### src/rtl/fetch_pkg.sv
// Shared constants for the prefetching fetch stage.
// Defining FETCH_ADDR_CHECK_EN widens each queue entry with a fetch-address fault bit.
package fetch_pkg;
  localparam int PC_W    = 32;
  localparam int INSTR_W = 32;

  localparam logic [PC_W-1:0]    RESET_PC_DEFAULT = 32'h0000_3000;
  localparam logic [PC_W-1:0]    IM_BASE_DEFAULT  = 32'h0000_3000;
  localparam int                 IM_WORDS_DEFAULT = 4096;
  localparam logic [INSTR_W-1:0] NOP_INSTR        = 32'h0000_0000;

`ifdef FETCH_ADDR_CHECK_EN
  localparam int ENTRY_W = PC_W + INSTR_W + 1;
`else
  localparam int ENTRY_W = PC_W + INSTR_W;
`endif
endpackage

### src/rtl/fetch_prefetch_queue_if.sv
// Bundle between the fetch queue, the instruction ROM and the decode stage.
// master = fetch queue side, slave = ROM/decode environment side.
interface fetch_prefetch_queue_if;
  import fetch_pkg::*;

  logic [PC_W-1:0]    imem_addr;
  logic [INSTR_W-1:0] imem_rdata;
  logic               d_redirect;
  logic [PC_W-1:0]    d_target;
  logic               d_ready;
  logic               f_valid;
  logic [PC_W-1:0]    f_PC;
  logic [INSTR_W-1:0] f_Instr;
  logic               f_exc_adel;

  modport master (
    output imem_addr, f_valid, f_PC, f_Instr, f_exc_adel,
    input  imem_rdata, d_redirect, d_target, d_ready
  );

  modport slave (
    input  imem_addr, f_valid, f_PC, f_Instr, f_exc_adel,
    output imem_rdata, d_redirect, d_target, d_ready
  );
endinterface

### src/rtl/fetch_fifo.sv
// DEPTH-entry FIFO with occupancy count and a synchronous flush.
// Head data reads as zero whenever the queue is empty.
module fetch_fifo #(
  parameter int DEPTH = 4,
  parameter int WIDTH = 64
) (
  input  logic                   clk,
  input  logic                   reset,
  input  logic                   flush,
  input  logic                   push,
  input  logic                   pop,
  input  logic [WIDTH-1:0]       wr_data,
  output logic [WIDTH-1:0]       rd_data,
  output logic [$clog2(DEPTH):0] count
);
  localparam int PTR_W = $clog2(DEPTH);
  localparam int CNT_W = PTR_W + 1;

  logic [WIDTH-1:0] mem [DEPTH];
  logic [PTR_W-1:0] wr_ptr;
  logic [PTR_W-1:0] rd_ptr;

  // Power-of-two depth lets the pointers wrap by plain overflow.
  always_ff @(posedge clk) begin
    if (reset || flush) begin
      wr_ptr <= '0;
      rd_ptr <= '0;
      count  <= '0;
    end else begin
      if (push) wr_ptr <= wr_ptr + PTR_W'(1);
      if (pop)  rd_ptr <= rd_ptr + PTR_W'(1);
      if (push && !pop)      count <= count + CNT_W'(1);
      else if (pop && !push) count <= count - CNT_W'(1);
    end
  end

  always_ff @(posedge clk) begin
    if (push && !reset && !flush) mem[wr_ptr] <= wr_data;
  end

  assign rd_data = (count != '0) ? mem[rd_ptr] : '0;
endmodule

### src/rtl/fetch_prefetch_queue.sv
// Fetch stage that owns the PC and prefetches {PC, Instr} pairs into a queue for decode.
// Build with FETCH_ADDR_CHECK_EN to flag misaligned/out-of-range fetches as nop entries.
module fetch_prefetch_queue
  import fetch_pkg::*;
#(
  parameter logic [PC_W-1:0] RESET_PC = RESET_PC_DEFAULT,
  parameter int              DEPTH    = 4,
  parameter logic [PC_W-1:0] IM_BASE  = IM_BASE_DEFAULT,
  parameter int              IM_WORDS = IM_WORDS_DEFAULT
) (
  input logic                    clk,
  input logic                    reset,
  fetch_prefetch_queue_if.master bus
);
  localparam int              CNT_W      = $clog2(DEPTH) + 1;
  localparam logic [CNT_W-1:0] FULL_COUNT = CNT_W'(DEPTH);

  if (DEPTH < 2 || (DEPTH & (DEPTH - 1)) != 0 || IM_WORDS < 1 || IM_BASE[1:0] != 2'b00)
  begin : g_bad_config
    $error("fetch_prefetch_queue: unsupported DEPTH/IM_BASE/IM_WORDS");
  end

  logic [PC_W-1:0]    fetch_pc;
  logic [CNT_W-1:0]   count;
  logic               push;
  logic               pop;
  logic [ENTRY_W-1:0] wr_entry;
  logic [ENTRY_W-1:0] rd_entry;

  assign pop           = bus.f_valid & bus.d_ready;
  assign push          = ~bus.d_redirect & ((count < FULL_COUNT) | pop);
  assign bus.imem_addr = fetch_pc;
  assign bus.f_valid   = (count != '0);

`ifdef FETCH_ADDR_CHECK_EN
  localparam logic [PC_W-1:0] IM_LIMIT = IM_BASE + PC_W'(4 * IM_WORDS);
  logic exc;

  // Faulting fetches still occupy a slot so decode sees the fault in program order.
  assign exc      = (fetch_pc[1:0] != 2'b00) | (fetch_pc < IM_BASE) | (fetch_pc >= IM_LIMIT);
  assign wr_entry = {exc, fetch_pc, exc ? NOP_INSTR : bus.imem_rdata};
  assign {bus.f_exc_adel, bus.f_PC, bus.f_Instr} = rd_entry;
`else
  assign wr_entry       = {fetch_pc, bus.imem_rdata};
  assign {bus.f_PC, bus.f_Instr} = rd_entry;
  assign bus.f_exc_adel = 1'b0;
`endif

  // Redirect retargets fetch immediately; reset outranks it.
  always_ff @(posedge clk) begin
    if (reset)               fetch_pc <= RESET_PC;
    else if (bus.d_redirect) fetch_pc <= bus.d_target;
    else if (push)           fetch_pc <= fetch_pc + PC_W'(4);
  end

  fetch_fifo #(
    .DEPTH (DEPTH),
    .WIDTH (ENTRY_W)
  ) u_fifo (
    .clk     (clk),
    .reset   (reset),
    .flush   (bus.d_redirect),
    .push    (push),
    .pop     (pop),
    .wr_data (wr_entry),
    .rd_data (rd_entry),
    .count   (count)
  );
endmodule

### src/flat_wrapper.sv
// flat-port wrapper written by rule: the top's interface ports become plain ports
module fetch_prefetch_queue_flat import fetch_pkg::*;
#(
  parameter logic [PC_W-1:0] RESET_PC = RESET_PC_DEFAULT,
  parameter int              DEPTH    = 4,
  parameter logic [PC_W-1:0] IM_BASE  = IM_BASE_DEFAULT,
  parameter int              IM_WORDS = IM_WORDS_DEFAULT
)
  (clk, reset, bus_imem_addr, bus_f_valid, bus_f_PC, bus_f_Instr, bus_f_exc_adel, bus_imem_rdata, bus_d_redirect, bus_d_target, bus_d_ready);
  fetch_prefetch_queue_if bus_i ();
  input logic clk;
  input logic reset;
  output wire logic [$bits(bus_i.imem_addr)-1:0] bus_imem_addr;
  output wire logic [$bits(bus_i.f_valid)-1:0] bus_f_valid;
  output wire logic [$bits(bus_i.f_PC)-1:0] bus_f_PC;
  output wire logic [$bits(bus_i.f_Instr)-1:0] bus_f_Instr;
  output wire logic [$bits(bus_i.f_exc_adel)-1:0] bus_f_exc_adel;
  input wire logic [$bits(bus_i.imem_rdata)-1:0] bus_imem_rdata;
  input wire logic [$bits(bus_i.d_redirect)-1:0] bus_d_redirect;
  input wire logic [$bits(bus_i.d_target)-1:0] bus_d_target;
  input wire logic [$bits(bus_i.d_ready)-1:0] bus_d_ready;
  assign bus_imem_addr = bus_i.imem_addr;
  assign bus_f_valid = bus_i.f_valid;
  assign bus_f_PC = bus_i.f_PC;
  assign bus_f_Instr = bus_i.f_Instr;
  assign bus_f_exc_adel = bus_i.f_exc_adel;
  assign bus_i.imem_rdata = bus_imem_rdata;
  assign bus_i.d_redirect = bus_d_redirect;
  assign bus_i.d_target = bus_d_target;
  assign bus_i.d_ready = bus_d_ready;
  fetch_prefetch_queue #(.RESET_PC(RESET_PC), .DEPTH(DEPTH), .IM_BASE(IM_BASE), .IM_WORDS(IM_WORDS)) u_core (.clk(clk), .reset(reset), .bus(bus_i));
endmodule
### config.mk
export PLATFORM = sky130hd
export DESIGN_NAME = fetch_prefetch_queue_flat
export DESIGN_NICKNAME = d
export VERILOG_FILES = /design/src/rtl/fetch_pkg.sv /design/src/rtl/fetch_prefetch_queue_if.sv /design/src/rtl/fetch_fifo.sv /design/src/rtl/fetch_prefetch_queue.sv /design/src/flat_wrapper.sv
export SDC_FILE = /design/constraint.sdc
export NUM_CORES = 1
export LEC_CHECK = 0
export BUFFER_PORTS_ARGS = -buffer_cell sky130_fd_sc_hd__buf_4
export CAP_MARGIN = 20
export CORE_ASPECT_RATIO = 0.5
export CORE_MARGIN = 2
export CORE_UTILIZATION = 40
export DETAILED_ROUTE_END_ITERATION = 10
export GPL_TIMING_DRIVEN = 0
export SLEW_MARGIN = 25
export SYNTH_ARGS = -nofsm -noshare
export SYNTH_HDL_FRONTEND = slang
export SYNTH_SLANG_ARGS = --single-unit
### constraint.sdc
create_clock -name clk -period 3.7 [get_ports clk]
set_input_delay 0 -clock clk [delete_from_list [all_inputs] [get_ports clk]]
set_output_delay 0 -clock clk [all_outputs]
set_load 0.01 [all_outputs]
==> flow_summary.ini <==
[floorplanning]
die_h_um = 127
dieArea_um2 = 31600
core_um2 = 29300
die_width_um = 249
rows = 44
ios = 166
start_util = 0.411

[global_routing]
grt_pass1_vias = 7494
grt_max_degree = 35
track_usage = 0.179
grt.overflow.total = 0
grt_pass1_wl_um = 43500
antenna_found_initial = 1

[critical_path]
cp-start-kind = flop
cp_max_fo = 10
cp_top_family = buffers and inverters
r2r_slack_ps = 930
crit_cells = 5
end_kind = output pin
required_ps = 3700
r2r-start = u_core.u_fifo.count[2]
max_stage_delay_ps = 650
critical_path_class = reg -> out
critPathBufInv = 3
arrival_ps = 2890
slowest_stage = clkbuf_1
crit_path_end = bus_f_Instr[31]
reg2regPathDepth = 11
r2r-end = u_core.u_fifo.count[2]
path_cells = clkbuf_1 > buf_2 > mux4_2 > and2_1 > buf_4

[logic_synthesis]
syn_area_um2 = 12000
syn_nets = 781
ys_warn_count = 0
synthMuxAreaShare = 0.122
synth_top_family_by_area = multiplexers
synth_most_common_cell = edfxtp_1
synthAdderAreaFrac = 0.00790
synth_edf_count = 256
synth-xor-area-share = 0.00946
yosys.area_share.simple = 0.0947
avgSynthCellArea_um2 = 17.0
synthArstFlopShare = 0
ys_seq_area_frac = 0.707
synthTopCellsByArea = edfxtp_1 (64%), mux4_2 (12%), dfxtp_1 (6.8%)
synth-compound-area-share = 0.0391
synth_top_area_share = 0.639
synth_common_cells = edfxtp_1 (256), and2_1 (74), mux4_2 (64)
synthesis.instances = 706
synth_top_area_cell = edfxtp_1
yosys.cell_types.count = 49
synth_seq_cells = 297
ys.flop_type = edfxtp_1

[sta]
layout_setup_ws_ps = 805
fin_crit_sh = 0.782
skew_ps = 19.3
maxSlewViolCount = 0
rsz0062_at_grt = no
hold_violations = 0
fmax_mhz = 345
worst_slew_pin_slew_ps = 879
timing.final.crit_period_ps = 2890
setup_viol = 0
slew_headroom = 0.414

[cells_and_area]
multi_input_area_um2 = 3310
diodes = 0
areaGrowthSynthToFinish_pct = 28.2
fillers = 2441
seq_area_um2 = 8510
drive_above_1_share = 0.290
fin_nets = 1044

[outcome]
status = finished, final reports clean

[power]
ir_drop_uv = 290
p_per_area_nw_per_um2 = 486
p_leak_nw = 5.31
total_power_mw = 7.50

[clocking]
cts.htree.levels = 1
clk_pin_slew_ps = 70
cts_tree = done
cts.path.max_buffers = 3
clock-sinks = 297
cts_resized = 0
clk_latency_ps = 550
postCtsSetupRepairBufs = 0
numCtsBuffers = 28
hold_buffers = 67
root_buffer = clkbuf_16

[drt]
ant_nets = 0
vias_per_cell = 5.24
wl_um = 28300
drc = 0
drtIter0Drc = 527
drtPass1Iterations = 5
wire_per_inst_um = 20.5
vias = 7228

[placement]
routabilityCongestion = 0.850
dp_hpwl_um = 18600
io_buffer_count = 162
dp_slack_ps = 897

[worst_hold_path]
hp-class = in -> reg
whs_path_depth = 3

[run]
cap_viol_max_count = 0
[cell type report]
type,instances,area share
Tap cell,391,0.0317
Inverter,13,0.00316
Clock inverter,14,0.0104
Timing Repair Buffer,233,0.127
Buffer,43,0.0118
Multi-Input combinational cell,353,0.215
Clock buffer,36,0.0494
Sequential cell,297,0.551
[kinds of logic after synthesis]
family | count (synthesis)
muxes | 67
DFF | 297
and+or+nand+nor | 203
AOI/OAI and AO/OA | 62
buffers and inverters | 56
xor gates and xnor gates | 13
other | 1
adders and majority gates | 7
[how the worst min path moves through the flow]
| stage | from | endpoint | slack [ps] |
|---|---|---|---|
| final | reset | u_core.bus.imem_addr[26] | 30 |
| after global routing | reset | u_core.bus.imem_addr[26] | 50 |
| after CTS | reset | u_core.bus.imem_addr[26] | 20 |
| after detailed placement | bus_imem_rdata[26] | u_core.u_fifo.mem[2][26] | 200 |
| after global placement | bus_imem_rdata[30] | u_core.u_fifo.mem[2][30] | 200 |
| after floorplan | bus_imem_rdata[0] | u_core.u_fifo.mem[0][0] | 100 |
[tightest hold or removal path: stages]
cell      delay [ps]
clkbuf_1         300
o21bai_1         170
nor3b_1           50
[power breakdown]
part	internal (mW)	switching (mW)	leakage, nW
Combinational	0.410	0.396	2.18
Clock	1.67	1.21	0.444
Sequential	3.74	0.0820	2.68
Total	5.82	1.69	5.31
[metrics by stage]
| step | instance area [um2] | util | TNS (ps) | instances | hold slack [ps] |
|---|---|---|---|---|---|
| 3_5_place_dp | 13800 | 0.472 | 0 | 1263 | 205 |
| 3_3_place_gp | 13700 | 0.469 | -265420 | 1259 | 199 |
| 4_1_cts | 15400 | 0.527 | 0 | 1380 | 24.4 |
| 2_1_floorplan | 12000 | - | 0 | 706 | 98.9 |
| 5_1_grt | 15400 | 0.527 | 0 | 1380 | 47.5 |
| 6_report | 15400 | 0.527 | 0 | 1380 | 29.7 |
[layer usage]
metal	wire, um	GRT usage	share of wire	vias up
met4	557	0.0461	0.020	0
met5	0	0	0	-
met2	14300	0.306	0.51	138
met3	1010	0.0300	0.036	37
met1	12400	0.240	0.44	3711
li1	-	-	-	3342
[cell usage in the layout (no fill, tap or decap), types with 10 or more instances in the layout]
| cell type | Yosys | layout |
|---|---|---|
| edfxtp_1 | 256 | 256 |
| buf_4 | 1 | 163 |
| and2_1 | 74 | 70 |
| dlygate4sd3_1 | 0 | 67 |
| mux4_2 | 64 | 64 |
| dfxtp_1 | 41 | 41 |
| clkbuf_1 | 30 | 36 |
| nor2_1 | 31 | 31 |
| clkbuf_16 | 0 | 29 |
| nand2_1 | 21 | 21 |
| nand4_1 | 17 | 17 |
| inv_1 | 12 | 12 |
| nor3_1 | 10 | 10 |
[sequential cells by signal (all words and copies together) (netlist names), named ones only]
| signal | flops |
|---|---|
| u_core.u_fifo.count | 3 |
| u_core.u_fifo.mem | 256 |
| u_core.bus.imem_addr | 32 |
| u_core.u_fifo.wr_ptr | 2 |
| u_core.u_fifo.rd_ptr | 2 |
(Power assumes the default switching activity.)
